File: src/rtl/tcdm_cache_req_queue.sv
`default_nettype none
// ============================================================================
// Module   : tcdm_cache_req_queue
// Purpose  : Per-bank request buffer between one memory-side port of the
//            core-to-cache-bank crossbar and the request port of that bank.
//            In-order request FIFO decouples crossbar arbitration from bank
//            back-pressure; an outstanding-request counter caps the number
//            of requests in flight; responses pass straight through.
// Ports    : clk_i, rst_ni          clock (rising edge), async active-low reset
//            xbar_req_i  {q, q_valid}            request from crossbar
//            xbar_rsp_o  {p, p_valid, q_ready}   accept + response to crossbar
//            xbar_rsp_ready_i                    crossbar accepts response
//            bank_req_o  {q, q_valid}            request to cache bank
//            bank_rsp_i  {p, p_valid, q_ready}   bank ready + response
//            bank_rsp_ready_o                    response ready to bank
//            occupancy_o, outstanding_o, idle_o  status
// Option   : TCDM_CACHE_REQ_QUEUE_PERF_EN adds perf_req_cnt_o,
//            perf_stall_full_cnt_o, perf_stall_outst_cnt_o (32-bit, saturating)
// Revision : 1.0  initial release
// ============================================================================
module tcdm_cache_req_queue #(
    parameter int unsigned DEPTH           = 4,   // power of two, >= 2
    parameter int unsigned MAX_OUTSTANDING = 8,   // >= 1
    parameter int unsigned REQ_W           = 32,  // width of request payload q
    parameter int unsigned RSP_W           = 32,  // width of response payload p
    localparam int unsigned PTR_W          = $clog2(DEPTH) + 1,
    localparam int unsigned OUT_W          = $clog2(MAX_OUTSTANDING + 1)
) (
    input  logic               clk_i,
    input  logic               rst_ni,
    input  logic [REQ_W:0]     xbar_req_i,
    output logic [RSP_W+1:0]   xbar_rsp_o,
    input  logic               xbar_rsp_ready_i,
    output logic [REQ_W:0]     bank_req_o,
    input  logic [RSP_W+1:0]   bank_rsp_i,
    output logic               bank_rsp_ready_o,
    output logic [PTR_W-1:0]   occupancy_o,
    output logic [OUT_W-1:0]   outstanding_o,
    output logic               idle_o
`ifdef TCDM_CACHE_REQ_QUEUE_PERF_EN
    ,
    output logic [31:0]        perf_req_cnt_o,
    output logic [31:0]        perf_stall_full_cnt_o,
    output logic [31:0]        perf_stall_outst_cnt_o
`endif
);

    localparam logic [OUT_W-1:0] c_max_outst = OUT_W'(MAX_OUTSTANDING);

    // Field views of the packed channel ports
    logic             w_xbar_q_valid;
    logic [REQ_W-1:0] w_xbar_q;
    logic             w_bank_q_ready;
    logic             w_bank_p_valid;
    logic [RSP_W-1:0] w_bank_p;

    assign w_xbar_q_valid = xbar_req_i[0];
    assign w_xbar_q       = xbar_req_i[REQ_W:1];
    assign w_bank_q_ready = bank_rsp_i[0];
    assign w_bank_p_valid = bank_rsp_i[1];
    assign w_bank_p       = bank_rsp_i[RSP_W+1:2];

    // ------------------------------------------------------------------
    // Request FIFO: pointers carry an extra wrap bit so full and empty
    // are distinguishable without a separate count register.
    // ------------------------------------------------------------------
    logic [REQ_W-1:0] r_mem [DEPTH];
    logic [PTR_W-1:0] r_wr_ptr;
    logic [PTR_W-1:0] r_rd_ptr;
    logic [OUT_W-1:0] r_outstanding;

    logic             w_empty;
    logic             w_full;
    logic             w_push;
    logic             w_pop;
    logic             w_bank_q_valid;
    logic             w_rsp_hs;
    logic             w_inc;
    logic             w_dec;

    assign w_empty = (r_wr_ptr == r_rd_ptr);
    assign w_full  = (r_wr_ptr[PTR_W-2:0] == r_rd_ptr[PTR_W-2:0]) &&
                     (r_wr_ptr[PTR_W-1]   != r_rd_ptr[PTR_W-1]);

    // Accept and issue depend only on registered state, so q_valid/q stay
    // stable until the bank handshakes (neither head nor count can move).
    assign w_push         = w_xbar_q_valid && !w_full;
    assign w_bank_q_valid = !w_empty && (r_outstanding != c_max_outst);
    assign w_pop          = w_bank_q_valid && w_bank_q_ready;

    always_ff @(posedge clk_i) begin
        if (w_push) begin
            r_mem[r_wr_ptr[PTR_W-2:0]] <= w_xbar_q;
        end
    end

    always_ff @(posedge clk_i or negedge rst_ni) begin
        if (!rst_ni) begin
            r_wr_ptr <= '0;
            r_rd_ptr <= '0;
        end else begin
            if (w_push) r_wr_ptr <= r_wr_ptr + PTR_W'(1);
            if (w_pop)  r_rd_ptr <= r_rd_ptr + PTR_W'(1);
        end
    end

    // ------------------------------------------------------------------
    // Outstanding counter. Illegal underflow/overflow events are dropped
    // so the count never wraps; the assertions below flag them.
    // ------------------------------------------------------------------
    assign w_rsp_hs = w_bank_p_valid && xbar_rsp_ready_i;
    assign w_dec    = w_rsp_hs && (r_outstanding != '0);
    assign w_inc    = w_pop && (r_outstanding != c_max_outst);

    always_ff @(posedge clk_i or negedge rst_ni) begin
        if (!rst_ni) begin
            r_outstanding <= '0;
        end else if (w_inc && !w_dec) begin
            r_outstanding <= r_outstanding + OUT_W'(1);
        end else if (w_dec && !w_inc) begin
            r_outstanding <= r_outstanding - OUT_W'(1);
        end
    end

    // ------------------------------------------------------------------
    // Outputs
    // ------------------------------------------------------------------
    assign bank_req_o       = {r_mem[r_rd_ptr[PTR_W-2:0]], w_bank_q_valid};
    assign xbar_rsp_o       = {w_bank_p, w_bank_p_valid, !w_full};
    assign bank_rsp_ready_o = xbar_rsp_ready_i;
    assign occupancy_o      = r_wr_ptr - r_rd_ptr;
    assign outstanding_o    = r_outstanding;
    assign idle_o           = w_empty && (r_outstanding == '0);

`ifdef TCDM_CACHE_REQ_QUEUE_PERF_EN
    logic [31:0] r_perf_req;
    logic [31:0] r_perf_full;
    logic [31:0] r_perf_outst;

    always_ff @(posedge clk_i or negedge rst_ni) begin
        if (!rst_ni) begin
            r_perf_req   <= '0;
            r_perf_full  <= '0;
            r_perf_outst <= '0;
        end else begin
            if (w_pop && (r_perf_req != '1))
                r_perf_req <= r_perf_req + 32'd1;
            if (w_xbar_q_valid && w_full && (r_perf_full != '1))
                r_perf_full <= r_perf_full + 32'd1;
            if (!w_empty && (r_outstanding == c_max_outst) && (r_perf_outst != '1))
                r_perf_outst <= r_perf_outst + 32'd1;
        end
    end

    assign perf_req_cnt_o         = r_perf_req;
    assign perf_stall_full_cnt_o  = r_perf_full;
    assign perf_stall_outst_cnt_o = r_perf_outst;
`endif

`ifndef SYNTHESIS
    a_no_underflow : assert property (@(posedge clk_i) disable iff (!rst_ni)
        !(w_rsp_hs && (r_outstanding == '0)));
    a_no_overflow : assert property (@(posedge clk_i) disable iff (!rst_ni)
        !(w_pop && (r_outstanding == c_max_outst)));
`endif

endmodule
`default_nettype wire

File: config.mk
export PLATFORM = sky130hd
export DESIGN_NAME = tcdm_cache_req_queue
export DESIGN_NICKNAME = d
export VERILOG_FILES = /design/src/rtl/tcdm_cache_req_queue.sv
export SDC_FILE = /design/constraint.sdc
export NUM_CORES = 1
export LEC_CHECK = 0
export CAP_MARGIN = 20
export CORE_ASPECT_RATIO = 0.6
export CORE_MARGIN = 2
export CORE_UTILIZATION = 29
export DETAILED_ROUTE_END_ITERATION = 6
export GPL_ROUTABILITY_DRIVEN = 0
export PLACE_DENSITY = 0.49
export SYNTH_ARGS = -nofsm -noshare
export SYNTH_HDL_FRONTEND = slang
export SYNTH_SLANG_ARGS = --single-unit
File: constraint.sdc
create_clock -name clk_i -period 5.6 [get_ports clk_i]
set_input_delay 1.12 -clock clk_i [delete_from_list [all_inputs] [get_ports clk_i]]
set_output_delay 1.12 -clock clk_i [all_outputs]
set_load 0.03 [all_outputs]
# After elaboration in Yosys (flattened, before gate mapping)
# Memories as Yosys holds them, arrays and structs flattened.
# Index checks and enable logic that the tools add are counted.
totals:
  wordCells: 34
  n_memories: 1
  ram_bits: 128
  regBits: 10
  out_inout_bits: 76
mem_list:
  columns: ["memory", "depth", "word_bits", "read_ports", "rd_clocked_by_memory_dff", "wr", "line", "source"]
  rows:
  - ["r_mem", 4, 32, 1, 0, 1, "67", "logic [REQ_W-1:0] r_mem [DEPTH];"]
classes:
  n_eq_ne: 4
  n_reduce_logical: 17
  n_mux: 4
  add_sub_neg: 5
ops:
  columns: ["op", "count"]
  rows:
  - ["1-bit logical AND", 10]
  - ["4-bit 2-to-1 mux", 2]
  - ["3-bit by 1-bit adder with 3-bit output (second input constant)", 2]
  - ["4-bit by 1-bit adder with 4-bit output (second input constant)", 1]
  - ["1-bit logical NOT", 4]
  - ["4-bit logical NOT", 1]
  - ["4-bit inequality test (second input constant)", 1]
  - ["4-bit nonzero test", 1]
  - ["4-bit by 1-bit subtractor with 4-bit output (second input constant)", 1]
  - ["3-bit equality test", 1]
  - ["3-bit subtractor", 1]
  - ["2-bit equality test", 1]
  - ["1-bit 2-to-1 mux", 2]
  - ["2-bit nonzero test", 1]
  - ["1-bit inequality test", 1]

# Longest topological paths before layout
# Gate-level depths: netlist of the first run.
logic_depth:
  word_depth: 9
  ltp_mapped: 13
  ltp_nobuf: 11

# Worst setup path before layout of the first run
# OpenSTA, ideal clock, no wires.
synth_path:
  path_type: "reg2reg"
  from: "register r_rd_ptr[1]"
  to: "memory r_mem[3][0] (enable)"
  n_path_buf: 2
  setup_ns: 0.444
  arrival_ns: 3.270
  setup_slack_ns: 1.886
  path_stages_with_launch: 6
  cell_sequence: "dfrtp_1 clkbuf_1 buf_1 inv_1 ha_1 a31oi_1"
synth_between:
  elab_chain_cells: 6
synth_rtl:
  columns: ["item", "line", "source"]
  rows:
  - ["start, declared", "69", "logic [PTR_W-1:0] r_rd_ptr;"]
  - ["start signal, assigned", "103", "if (w_pop) r_rd_ptr <= r_rd_ptr + PTR_W'(1);"]
  - ["2-bit equality test", "82", "assign w_full = (r_wr_ptr[PTR_W-2:0] == r_rd_ptr[PTR_W-2:0]) &&"]
  - ["1-bit logical AND", "82", null]
  - ["1-bit logical NOT", "87", "assign w_push = w_xbar_q_valid && !w_full;"]
  - ["1-bit logical AND", "87", null]
  - ["1-bit 2-to-1 mux", "92", "if (w_push) begin"]
  - ["1-bit 2-to-1 mux (not written as such)", "93", "r_mem[r_wr_ptr[PTR_W-2:0]] <= w_xbar_q;"]
  - ["end, declared", "67", null]
# No other way between the ends.

# Worst setup path after layout of the first run
layout_path:
  from: "register r_rd_ptr[0]"
  to: "output port bank_req_o[4]"
layout_between:
  elab_chain_cells: 1
layout_rtl:
  columns: ["item", "line", "source"]
  rows:
  - ["memory read 4 x 32 bit", null, null]
  - ["end, declared", "34", "output logic [REQ_W:0] bank_req_o,"]
# No other way between the ends.

==> summary.txt, run 1 <==
worst reg-to-reg setup slack - 2160 ps
initial antenna violation count - 1
Clock Skew - 6.767 ps
maximum number of pins on one net before global-route repair - 36
sort of element at the end of the critical path - output pin
max_slew headroom - 0.3627
slowest stage delay, CP - 830 ps
Port-buffer cells - 81
Die X-Extent - 184.3 microns
routed wire length per instance - 18.23 microns
net count of the finished layout - 416
total congestion overflow - 0
CTS Root Cell - sky130_fd_sc_hd__clkbuf_16
Area growth, synth to finish - 26.06%
# placed instances - 581
slew at the pin with the worst max-slew slack - 956.0 ps
critical path arrival - 2850 ps
CTS Sinks - 138
Std-Cell Rows - 39
post-CTS sizing - 0
part of the Yosys area used for sequential elements - 0.7239
Avg Inst Size Synth - 20.57 sq um
shortest clock period the worst path allows after layout - 3973 ps
Primary FF master, synth - sky130_fd_sc_hd__edfxtp_1
area share of the largest cell type after synthesis - 0.6796
post-CTS setup buffer count - 0
full die area - 0.02067 sq mm
fraction of final layout cells with drive strength greater than 1 - 0.2190
Yosys Warn Count - 0
initial drt markers - 155
vias - 2,712
Pleak - 2.343 nW
CTS tree - yes
# DRC - 0
layout filler cell count - 1,764
pre-CTS WS - 1948 ps
Max Fanout on Critical Path - 21
worst hold path startpoint - r_wr_ptr[2]
final non-filler cell total - 614
unique cell type count in the Yosys netlist - 33
Hold Violations, Final - 0
RSZ-0062 raised after global routing - no
end point of the most critical hold path - r_wr_ptr[2]
max-cap violations - 0
Period Utilization, post-route - 0.7095
share of async-settable or async-resettable flops after synthesis - 0.07246
Max Transition Viols Final - 0
Hold Buf Count CTS - 0
#FFs+latches synth - 138
total power density per cell area - 634.0 mW/mm^2
clock latency at the later pin of the worst-skew pair - 400 ps
crit path max-delay cell type - sky130_fd_sc_hd__dfrtp_2
depth of the most critical reg-to-reg path - 10
top post-synthesis cells by area - sky130_fd_sc_hd__edfxtp_1 68%, sky130_fd_sc_hd__mux4_2 13%, sky130_fd_sc_hd__buf_4 4.6%
cell depth of the worst hold path - 1
final setup violation count - 0
Detail Route Antenna Nets - 0
kind of launch point of the worst setup path - register
placed wire-length estimate - 6835 microns
Worst-path clk slew - 60 ps
synthesized instance count - 275
Fin Hold WS - 581.6 ps
peak ir drop on the vdd network - 0.2391 mV
placeable core area - 0.01908 sq mm
power consumption - 4.520 mW
boundary pin count - 146
start-to-end type of the worst setup path - register to output pin
total clock buffers created by CTS - 17
status - complete, no violations
Die Y-Extent - 112.2 microns
number of detailed-routing iterations run before antenna repair - 4
Worst R2R Start - r_rd_ptr[0]
setup TNS after final layout - 0 ps
Vias per Instance - 4.417
post-route setup slack - 1627 ps
initial standard-cell utilization of the core - 0.2964
vias in the first global route - 2,861
required time at the endpoint of the critical path - 4480 ps
Net Count, Synth - 357
count of flip-flops with a built-in enable after synthesis - 128
cell area after synthesis - 0.005655 sq mm
# H-tree levels - 4
class of the most critical hold timing path - register to register
total wire length after detailed routing - 11,200 microns
global-route wire length before repair - 16,870 microns
Total GRT Usage - 0.1126
f_max - 251.7 MHz
cell taking the most area after synthesis - sky130_fd_sc_hd__edfxtp_1
cell chain of the critical path - buf_4, mux4_2, clkdlybuf4s50_1
worst reg2reg path endpoint - outstanding_o[3]
buffers from clock root to sink, at most - 2
routing by layer:
layer | up-vias | routed length (microns) | track usage
li1 | 1182 | - | -
met1 | 1429 | 5528 | 0.1591
met2 | 92 | 4906 | 0.1620
met3 | 9 | 696 | 0.04121
met4 | 0 | 65 | 0.03520
met5 | - | 0 | 0
cells by family after synthesis:
group | count (synthesis) | synth area share
DFF | 138 | 0.7239
buffers and inverters | 52 | 0.05863
muxes | 36 | 0.1365
and+or+nand+nor | 18 | 0.01880
adders and majority gates | 12 | 0.02920
AOI/OAI and AO/OA | 11 | 0.01726
xor gates and xnor gates | 8 | 0.01571
cell usage after synthesis, drive strengths merged, types with 2 or more instances:
library cell / number
a21oi: 2
a31oi: 2
and2: 3
buf: 40
clkbuf: 4
dfrtp: 10
edfxtp: 128
fa: 2
ha: 10
inv: 8
mux2: 3
mux4: 32
nand2: 4
nand3: 4
nor3: 2
o211ai: 3
or4: 2
xnor2: 5
xor2: 3
registers in the layout (all words and copies together) (netlist names):
name / flops
r_mem: 128
r_rd_ptr: 3
outstanding_o: 4
r_wr_ptr: 3
critical path, delay by kind of cell, from the launching register on:
kind                   cells  cell delay [ps]
buffers and inverters      2             1040
multiplexers               1              570
flip-flops                 1              830
cell type report:
type / instances / area, sq um / share of cell area
tap: 266 / 332.8 / 0.04668
inverter: 8 / 30.03 / 0.004212
timing repair buffer: 84 / 833.3 / 0.1169
sequential: 138 / 4096 / 0.5746
clock inverter: 13 / 152.6 / 0.02141
antenna: 1 / 2.502 / 0.0003510
clock buffer: 19 / 432.9 / 0.06072
multi-input combinational: 85 / 1249 / 0.1751
power breakdown:
part           total (mW)  switching, mW  leakage, nW  internal, mW
logic                1.87           1.06        0.777         0.814
clock network        1.10          0.408        0.278         0.696
registers            1.55          0.138         1.29          1.41
total                4.52           1.60         2.34          2.92
worst max path at each step:
stage,from,endpoint,slack [ps],cells after the start
6_report,r_rd_ptr[0],bank_req_o[4],1630,3
5_1_grt,r_rd_ptr[0],bank_req_o[32],1410,3
4_1_cts,r_rd_ptr[0],bank_req_o[4],1500,3
3_5_place_dp,r_rd_ptr[0],bank_req_o[4],1950,3
3_3_place_gp,r_rd_ptr[0],bank_req_o[4],1980,3
2_1_floorplan,r_rd_ptr[1],r_mem[3][0],1890,5
placed cells by master (no fill, tap or decap), types with 4 or more instances in the layout:
| master | instances |
|---|---|
| sky130_fd_sc_hd__edfxtp_1 | 128 |
| sky130_fd_sc_hd__xnor2_1 | 5 |
| sky130_fd_sc_hd__inv_1 | 8 |
| sky130_fd_sc_hd__clkbuf_16 | 17 |
| sky130_fd_sc_hd__ha_1 | 10 |
| sky130_fd_sc_hd__mux4_2 | 32 |
| sky130_fd_sc_hd__nand3_1 | 4 |
| sky130_fd_sc_hd__dfrtp_1 | 8 |
| sky130_fd_sc_hd__clkdlybuf4s50_1 | 81 |
| sky130_fd_sc_hd__nand2_1 | 4 |
through the flow:
stage          cell area [sq um]  utilization
2_1_floorplan               5655            -
6_report                    7129       0.3737
3_5_place_dp                6541       0.3428
4_1_cts                     7127       0.3735
5_1_grt                     7127       0.3735
3_3_place_gp                6541       0.3428
Note: power is estimated with default switching activity, not from simulation.
==> run 2, diff against run 1 <==
==> constraint.sdc (replaced) <==
create_clock -name clk_i -period 4.16 [get_ports clk_i]
set_input_delay 0.832 -clock clk_i [delete_from_list [all_inputs] [get_ports clk_i]]
set_output_delay 0.832 -clock clk_i [all_outputs]
set_load 0.03 [all_outputs]
==> run 2 against run 1 <==
Net effect: highest routed layer unchanged; global-route usage about the same; clock skew up 6.1 ps; largest power group unchanged; non-clock buffer count unchanged; sequential power up 32%; die area unchanged; first-iteration DRC count down 19%; cell count down 0.33%; total power up 33%; flip-flop and latch count unchanged; worst hold slack about the same; clock power up 30%.
==> summary.txt, run 2 (synthesis gave the netlist of run 1 again) <==
f_max - 278.7 MHz
Die X-Extent - 184.3 microns (unchanged)
worst reg-to-reg setup slack - 980 ps (-1180 ps)
layout filler cell count - 1,761 (-0.17%)
Detail Route Antenna Nets - 0 (unchanged)
final setup violation count - 0 (unchanged)
Total GRT Usage - 0.1122 (-0.0004291)
RSZ-0062 raised after global routing - no
placeable core area - 0.01908 sq mm (unchanged)
Die Y-Extent - 112.2 microns (unchanged)
Period Utilization, post-route - 0.8624
depth of the most critical reg-to-reg path - 10 (unchanged)
vias in the first global route - 2,915 (+1.9%)
net count of the finished layout - 416 (unchanged)
commonest cells after routing, fill and taps aside - 128 x sky130_fd_sc_hd__edfxtp_1, 81 x sky130_fd_sc_hd__clkdlybuf4s50_1, 32 x sky130_fd_sc_hd__mux4_2, 17 x sky130_fd_sc_hd__clkbuf_16, 10 x sky130_fd_sc_hd__ha_1
Port-buffer cells - 81 (unchanged)
global-route wire length before repair - 16,770 microns (-0.61%)
most frequent standard cell in the layout excluding fill and tap cells - sky130_fd_sc_hd__edfxtp_1
Max Fanout on Critical Path - 26 (+24%)
# placed instances - 581 (unchanged)
setup TNS after final layout - 0 ps (unchanged)
shortest clock period the worst path allows after layout - 3588 ps
Area growth, synth to finish - 25.55%
total wire length after detailed routing - 10,910 microns (-2.5%)
clock latency at the later pin of the worst-skew pair - 410 ps (about the same)
Max Transition Viols Final - 0 (unchanged)
total power density per cell area - 848.2 mW/mm^2 (+34%)
CTS tree - yes
# DRC - 0 (unchanged)
Hold Violations, Final - 0 (unchanged)
fraction of final layout cells with drive strength greater than 1 - 0.2168 (-0.002257)
start-to-end type of the worst setup path - register to output pin
total congestion overflow - 0 (unchanged)
peak ir drop on the vdd network - 0.3030 mV (+27%)
Critical Path Sink - bank_req_o[3]
routed wire length per instance - 17.83 microns (-2.2%)
maximum number of pins on one net before global-route repair - 36 (unchanged)
final non-filler cell total - 612 (-0.33%)
post-CTS setup buffer count - 0 (unchanged)
Vias per Instance - 4.296 (-2.7%)
initial drt markers - 125 (-19%)
class of the most critical hold timing path - register to register
initial antenna violation count - 0 (-1)
Hold Buf Count CTS - 0 (unchanged)
CTS Root Cell - sky130_fd_sc_hd__clkbuf_16
worst reg2reg path endpoint - outstanding_o[3]
CTS Sinks - 138 (unchanged)
slew at the pin with the worst max-slew slack - 983.9 ps (+27.87 ps)
fraction of the core area covered by cells at the end of the flow - 0.3722 (-0.001508)
boundary pin count - 146 (unchanged)
Worst-path clk slew - 60 ps (about the same)
buffers from clock root to sink, at most - 2 (unchanged)
kind of launch point of the worst setup path - register
required time at the endpoint of the critical path - 3330 ps (-1150 ps)
full die area - 0.02067 sq mm (unchanged)
vias - 2,629 (-3.1%)
# H-tree levels - 4 (unchanged)
max-cap violations - 0 (unchanged)
status - complete, no violations
Worst R2R Start - r_rd_ptr[0]
number of detailed-routing iterations run before antenna repair - 4 (unchanged)
power consumption - 6.022 mW (+33%)
placed wire-length estimate - 6438 microns (-5.8%)
Diodes inserted - 0 (-1)
flip-flop count of the largest register, all copies and words added - 128 (unchanged)
timing startpoint of the critical path - r_rd_ptr[0]
max_slew headroom - 0.3441 (-0.01858)
Fin Hold WS - 582.1 ps (+0.4460 ps)
Std-Cell Rows - 39 (unchanged)
total clock buffers created by CTS - 17 (unchanged)
sort of element at the end of the critical path - output pin
post-CTS sizing - 0 (unchanged)
Pleak - 2.330 nW (-0.58%)
Clock Skew - 12.89 ps (+6.128 ps)
initial standard-cell utilization of the core - 0.2964 (unchanged)
critical path arrival - 2760 ps (-90 ps)
run 2: cell count changes in the layout (fill, tap and decap cells not counted), sizes merged:
cell / change
bufinv: -1
clkbuf: -1
clkinv: +1
diode: -1
run 2: through the flow:
stage	setup WS, ps	cell area [sq um]
floorplan	445.6	5655
global placement	941.0	6541
detailed placement	909.1	6541
CTS	460.2	7101
global route	349.0	7101
finish	572.5	7101
run 2: per-layer routing:
metal	wire length [microns]	part of all wire	track usage
met5	0	0	0
met4	68	0.0062	0.04160
met3	817	0.075	0.04932
met2	4899	0.45	0.1663
met1	5128	0.47	0.1461
run 2: worst min-delay path by stage:
| stage | cells after the start | endpoint | slack (ps) | startpoint |
|---|---|---|---|---|
| after detailed placement | 1 | r_wr_ptr[2] | 570 | r_wr_ptr[2] |
| after global placement | 1 | r_wr_ptr[2] | 560 | r_wr_ptr[2] |
| after global routing | 2 | outstanding_o[2] | 630 | outstanding_o[2] |
| after CTS | 1 | r_wr_ptr[2] | 590 | r_wr_ptr[2] |
| final | 1 | r_wr_ptr[2] | 580 | r_wr_ptr[2] |
| after floorplan | 0 | outstanding_o[0] | 540 | rst_ni |
run 2: final cells by class:
class	instances	area (sq um)	area share
timing repair buffer	84	833.3	0.1174
clock inverter	13	130.1	0.01833
sequential	138	4096	0.5769
multi-input combinational	85	1249	0.1759
tap	266	332.8	0.04687
inverter	8	30.03	0.004229
clock buffer	18	429.2	0.06044
run 2: report_power, final:
group	internal, mW	switching, mW
logic	1.10	1.46
clock network	0.872	0.553
registers	1.90	0.144
run 2: worst max-delay path, cell delays in order, from the launching register on:
cell and delay (ps):
sky130_fd_sc_hd__dfrtp_2 560, sky130_fd_sc_hd__buf_4 540, sky130_fd_sc_hd__mux4_2 620, sky130_fd_sc_hd__clkdlybuf4s50_1 620
